`config.mk`:
```
export PLATFORM = sky130hd
export DESIGN_NAME = keypad_scanner
export DESIGN_NICKNAME = d
export VERILOG_FILES = /design/src/rtl/keypad_pkg.sv /design/src/rtl/keypad_debounce.sv /design/src/rtl/keypad_scanner.sv
export SDC_FILE = /design/constraint.sdc
export NUM_CORES = 1
export LEC_CHECK = 0
export ABC_AREA = 1
export CAP_MARGIN = 0
export CORE_ASPECT_RATIO = 1.5
export CORE_MARGIN = 3
export CORE_UTILIZATION = 35
export DETAILED_ROUTE_END_ITERATION = 10
export HOLD_SLACK_MARGIN = 0.15
export PLACE_DENSITY_LB_ADDON = 0.08
export SYNTH_ARGS = -nofsm -noshare
export SYNTH_HDL_FRONTEND = slang
export SYNTH_SLANG_ARGS = --single-unit
```
`constraint.sdc`:
```
create_clock -name CLK -period 2.3 [get_ports CLK]
set_input_delay 0.23 -clock CLK [delete_from_list [all_inputs] [get_ports CLK]]
set_output_delay 0.23 -clock CLK [all_outputs]
set_load 0.01 [all_outputs]
```
`src/rtl/keypad_pkg.sv`:
```
// Shared constants, types and helpers for the 4x4 keypad scanner.
package keypad_pkg;

    localparam int ROWS = 4;
    localparam int COLS = 4;

    // Internal 5-bit key result: {no_key, row[1:0], col[1:0]}
    localparam logic [4:0] NO_KEY = 5'b10000;

    typedef enum logic {
        RELEASED = 1'b0,
        PRESSED  = 1'b1
    } key_state_t;

    // Lowest active (low) column of one row, or NO_KEY when nothing is pressed
    function automatic logic [4:0] row_hit(input logic [1:0] row, input logic [3:0] cols);
        logic [4:0] hit;
        hit = NO_KEY;
        for (int c = COLS - 1; c >= 0; c--) begin
            if (!cols[c]) hit = {1'b0, row, 2'(c)};
        end
        return hit;
    endfunction

endpackage

```
`src/rtl/keypad_debounce.sv`:
```
// Frame-level debounce: counts identical consecutive frames and runs the press FSM.
module keypad_debounce
    import keypad_pkg::*;
#(
    parameter int DEBOUNCE_SCANS = 4
) (
    input  logic       clk,
    input  logic       rst,
    input  logic [4:0] frame_res,
    input  logic       frame_done,
    output logic [3:0] key_code,
    output logic       key_valid,
    output logic       key_held
);

    localparam int SW = (DEBOUNCE_SCANS > 1) ? $clog2(DEBOUNCE_SCANS + 1) : 1;
    localparam logic [SW-1:0] STABLE_MAX = SW'(DEBOUNCE_SCANS);

    key_state_t    state, state_next;
    logic [4:0]    prev, prev_next;
    logic [SW-1:0] stable, stable_next;
    logic [3:0]    code_next;
    logic          valid_next;
    logic          confirmed;

    // State, history and output registers
    always_ff @(posedge clk) begin
        if (rst) begin
            state     <= RELEASED;
            prev      <= NO_KEY;
            stable    <= '0;
            key_code  <= '0;
            key_valid <= 1'b0;
        end else begin
            state     <= state_next;
            prev      <= prev_next;
            stable    <= stable_next;
            key_code  <= code_next;
            key_valid <= valid_next;
        end
    end

    // Stability counting and press/release/rollover decisions, once per frame
    always_comb begin
        state_next  = state;
        prev_next   = prev;
        stable_next = stable;
        code_next   = key_code;
        valid_next  = 1'b0;
        confirmed   = 1'b0;
        if (frame_done) begin
            if (frame_res == prev)
                stable_next = (stable == STABLE_MAX) ? stable : stable + 1'b1;
            else
                stable_next = SW'(1);
            prev_next = frame_res;
            confirmed = (stable_next == STABLE_MAX);
            if (confirmed) begin
                case (state)
                    RELEASED: begin
                        if (!frame_res[4]) begin
                            state_next = PRESSED;
                            code_next  = frame_res[3:0];
                            valid_next = 1'b1;
                        end
                    end
                    PRESSED: begin
                        if (frame_res[4]) begin
                            state_next = RELEASED;
                        end else if (frame_res[3:0] != key_code) begin
                            code_next  = frame_res[3:0];
                            valid_next = 1'b1;
                        end
                    end
                    default: state_next = RELEASED;
                endcase
            end
        end
    end

    assign key_held = (state == PRESSED);

endmodule

```
`src/rtl/keypad_scanner.sv`:
```
// 4x4 keypad row scanner: column sync, row strobing, per-frame lowest-key capture.
module keypad_scanner
    import keypad_pkg::*;
#(
    parameter int SCAN_DIV       = 25000,
    parameter int DEBOUNCE_SCANS = 4
) (
    input  logic       CLK,
    input  logic       RST,
    input  logic [3:0] KEY_COL,
    output logic [3:0] KEY_ROW,
    output logic [3:0] key_code,
    output logic       key_valid,
    output logic       key_held
);

    localparam int TW = (SCAN_DIV > 1) ? $clog2(SCAN_DIV) : 1;
    localparam logic [TW-1:0] TICK_MAX = TW'(SCAN_DIV - 1);

    logic [3:0]    col_meta, col_sync;
    logic [TW-1:0] tick;
    logic [1:0]    row;
    logic [4:0]    acc, merged;
    logic          sample, frame_done;

    // Two-flop synchronizer; idle columns are pulled high
    always_ff @(posedge CLK) begin
        if (RST) begin
            col_meta <= 4'hF;
            col_sync <= 4'hF;
        end else begin
            col_meta <= KEY_COL;
            col_sync <= col_meta;
        end
    end

    assign sample     = (tick == TICK_MAX);
    assign frame_done = sample && (row == 2'd3);

    // Row slot timer and row index
    always_ff @(posedge CLK) begin
        if (RST) begin
            tick <= '0;
            row  <= '0;
        end else if (sample) begin
            tick <= '0;
            row  <= row + 2'd1;
        end else begin
            tick <= tick + 1'b1;
        end
    end

    // First hit in scan order is the lowest index, so keep it once captured
    assign merged = acc[4] ? row_hit(row, col_sync) : acc;

    // Frame accumulator, cleared after the row-3 sample
    always_ff @(posedge CLK) begin
        if (RST)
            acc <= NO_KEY;
        else if (sample)
            acc <= (row == 2'd3) ? NO_KEY : merged;
    end

    assign KEY_ROW = ~(4'b0001 << row);

    keypad_debounce #(
        .DEBOUNCE_SCANS(DEBOUNCE_SCANS)
    ) u_debounce (
        .clk        (CLK),
        .rst        (RST),
        .frame_res  (merged),
        .frame_done (frame_done),
        .key_code   (key_code),
        .key_valid  (key_valid),
        .key_held   (key_held)
    );

endmodule

```
==> results.tsv <==
metric	value	unit
outcome	complete, no violations	
DR iter-0 viols	47	
max_cap viols	0	
setup_tns	0	ps
pwr dens	670	mW/mm^2
vias in the first global route	1815	
Area after DPL	0.00234	mm^2
largest net degree at the start of global routing	16	
Cells after DPL	370	
Reg area	881	um^2
core area	0.00566	mm^2
Reg2Reg Depth	10	
Syn Nets	298	
most frequent cells in the layout	62 x nand2_1, 46 x inv_1, 44 x dfxtp_1	
nets@finish	320	
Horiz. Die Dim	69.3	um
post-CTS setup buffers	0	
Flop pwr share	46.4	%
layout cells sized above 1	11.4	%
Place WS	404	ps
ANT nets after route	0	
post-synthesis xor/xnor area fraction	2.50	%
WHS	417	ps
Worst-path clk slew	80	ps
Post-Synth Simple-Gate Area	32.5	%
Crit path required time	2490	ps
Leakage Power	0.00109	uW
Die ar.	0.00699	mm^2
Syn Inst Count	285	
Internal	1340	uW
Synth Area in Compound Gates	9.05	%
# setup viols final	0	
Max VDD drop	0.413	mV
Max FO, Critical Path	3	
wire per inst	12.1	um
slack of the critical path	399	ps
Worst EP arrival	2090	ps
clk buf depth	2	
main combinational cell family by area after synthesis	simple AND/OR/NAND/NOR gates	
mux share of post-synthesis cell area	0	%
initial antenna violation count	0	
Post-DP HPWL	3520	um
Die Y	101	um
CTS sink cnt	44	
Residual DRC	0	
combinational share of power	4.7	%
Finished Layout Cells	378	
reg2reg start	tick[0]	
Initial Util	37.1	%
Max Clock Freq	526	MHz
Via density	4.70	
Num CTS Buffers	5	
Final Hold Viols	0	
Boundary Pins	16	
fin crit period	1900	ps
worst hold path class	reg -> reg	
area delta synth->final	19.1	%
Setup crit start	tick[0]	
Rel. slew slack	74.1	%
Clock Latency Late Sink	300	ps
Critical Path Start Type	register	
WHS Path Cells	1	
Synth Register Bits	44	
syn avg cell area	7.37	um^2
clk root buf	clkbuf_8	
Final Cycle Share	82.6	%
Total GRT Usage	14.0	%
switching portion of total power	19.8	%
I/O Buffers	15	
grt ovf	0	
crit path kind	reg -> reg	
Worst Max-Slew Pin Slew	388	ps
filler instances	568	
htree depth	2	
Clk pwr share	48.9	%
Final GP Congestion	0.849	
Post-Syn Area	0.00210	mm^2
clock skew after layout	4.14	ps
Yosys warnings	0	
hold_sp	col_meta[1]	
adder-cell share of the synthesized area	4.17	%
Vias	1776	
most common cell after layout, fill and taps aside	nand2_1	
CTS tree	built	
Final Max Tran Viols	0	
register area share after synthesis	41.9	%
Sw Pwr	331	uW
Core Rows	33	
RSZ-0062 raised after global routing	no	
first-pass detailed-route iteration total	4	
post-CTS sizing	0	
CTS Hold Bufs	0	
Routed WL	4560	um
global-route wire length before repair	7790	um
library cells used by synthesis	30	
Setup crit end kind	register	
Final Instance Area	0.00250	mm^2
area occupied by multi-input gates	0.00101	mm^2
antenna cells	0	
==> cells by family after synthesis <==
family          after synthesis
compound gates               32
xor+xnor                      6
fa+ha+maj                     7
buf+inv                      52
flops                        44
simple gates                144
==> final timing paths <==
check / end / slack, ps
hold reg to reg: col_sync[1] / 420
setup reg to reg: tick[14] / 400
hold / removal: col_sync[1] / 420
setup / recovery: tick[14] / 400
==> final cells by class <==
class / count / share of cell area [%]
multi-input cells: 189 / 40.5
flip-flops and latches: 44 / 35.2
repair buffers: 19 / 7.20
inverters: 48 / 7.20
clock inverters: 3 / 3.60
well taps: 70 / 3.50
clock buffers: 5 / 2.75
==> Yosys cell counts <==
| master | number | area share, % |
|---|---|---|
| nand2_1 | 62 | 11 |
| inv_1 | 46 | 8.2 |
| dfxtp_1 | 44 | 42 |
| nor2_1 | 32 | 5.7 |
| nand3_1 | 16 | 3.8 |
| o21ai_0 | 11 | 2.6 |
| a21oi_1 | 9 | 2.1 |
| or2_2 | 8 | 2.4 |
| ha_1 | 7 | 4.2 |
| nand4_1 | 6 | 1.8 |
| nor3_1 | 6 | 1.4 |
| xor2_1 | 6 | 2.5 |
| nand2_2 | 5 | 1.5 |
| nor2_4 | 4 | 2.1 |
| a22oi_1 | 3 | 1.1 |
| a211oi_1 | 2 | 0.71 |
| clkbuf_1 | 2 | 0.36 |
| inv_2 | 2 | 0.36 |
| nand4_2 | 2 | 1.2 |
| o211ai_1 | 2 | 0.71 |
| a21boi_0 | 1 | 0.36 |
| buf_2 | 1 | 0.24 |
| clkbuf_8 | 1 | 0.65 |
| nand3_4 | 1 | 0.83 |
| nor3b_1 | 1 | 0.36 |
| nor4_1 | 1 | 0.30 |
| o21a_1 | 1 | 0.36 |
| o21ai_1 | 1 | 0.24 |
| o21ai_2 | 1 | 0.42 |
| o32ai_1 | 1 | 0.42 |
==> state kept, by name (all words and copies together), names as in the netlist <==
register / flops
u_debounce.key_valid: 1
u_debounce.key_code: 4
col_sync: 4
row: 2
u_debounce.stable: 3
u_debounce.prev: 5
tick: 15
acc: 5
u_debounce.key_held: 1
col_meta: 4
==> per-stage QoR <==
step	util, %	power (uW)
finish	44.2	1680
global route	44.2	1730
CTS	44.2	1700
detailed placement	41.4	876
global placement	41.4	876
floorplan	-	848
==> layer usage <==
metal  routed length, um  share of wire, %  track usage, %
met1                1890                42            14.5
met2                2440                53            26.5
met3                  83               1.8            2.50
met4                 144               3.2            7.22
met5                   0                 0               0
==> worst max-delay path, cell delays in order, from the launching register on <==
cell and delay (ps):
dfxtp_1 360, ha_1 200, nand2_1 90, nor3_1 260
nand2_1 120, nor3_1 190, nand2_1 100, nor2_1 160
nand3_1 110, o21ai_0 160, a21oi_1 60
==> power by group through the flow <==
stage	Combinational [uW]	Sequential, uW	Clock [uW]
2_1_floorplan	54.3	794	0
3_3_place_gp	80.1	796	0
3_5_place_dp	80.1	796	0
4_1_cts	80.5	778	839
5_1_grt	89.4	779	863
6_report	79.3	777	819
Power figures use the tool's default switching activity.
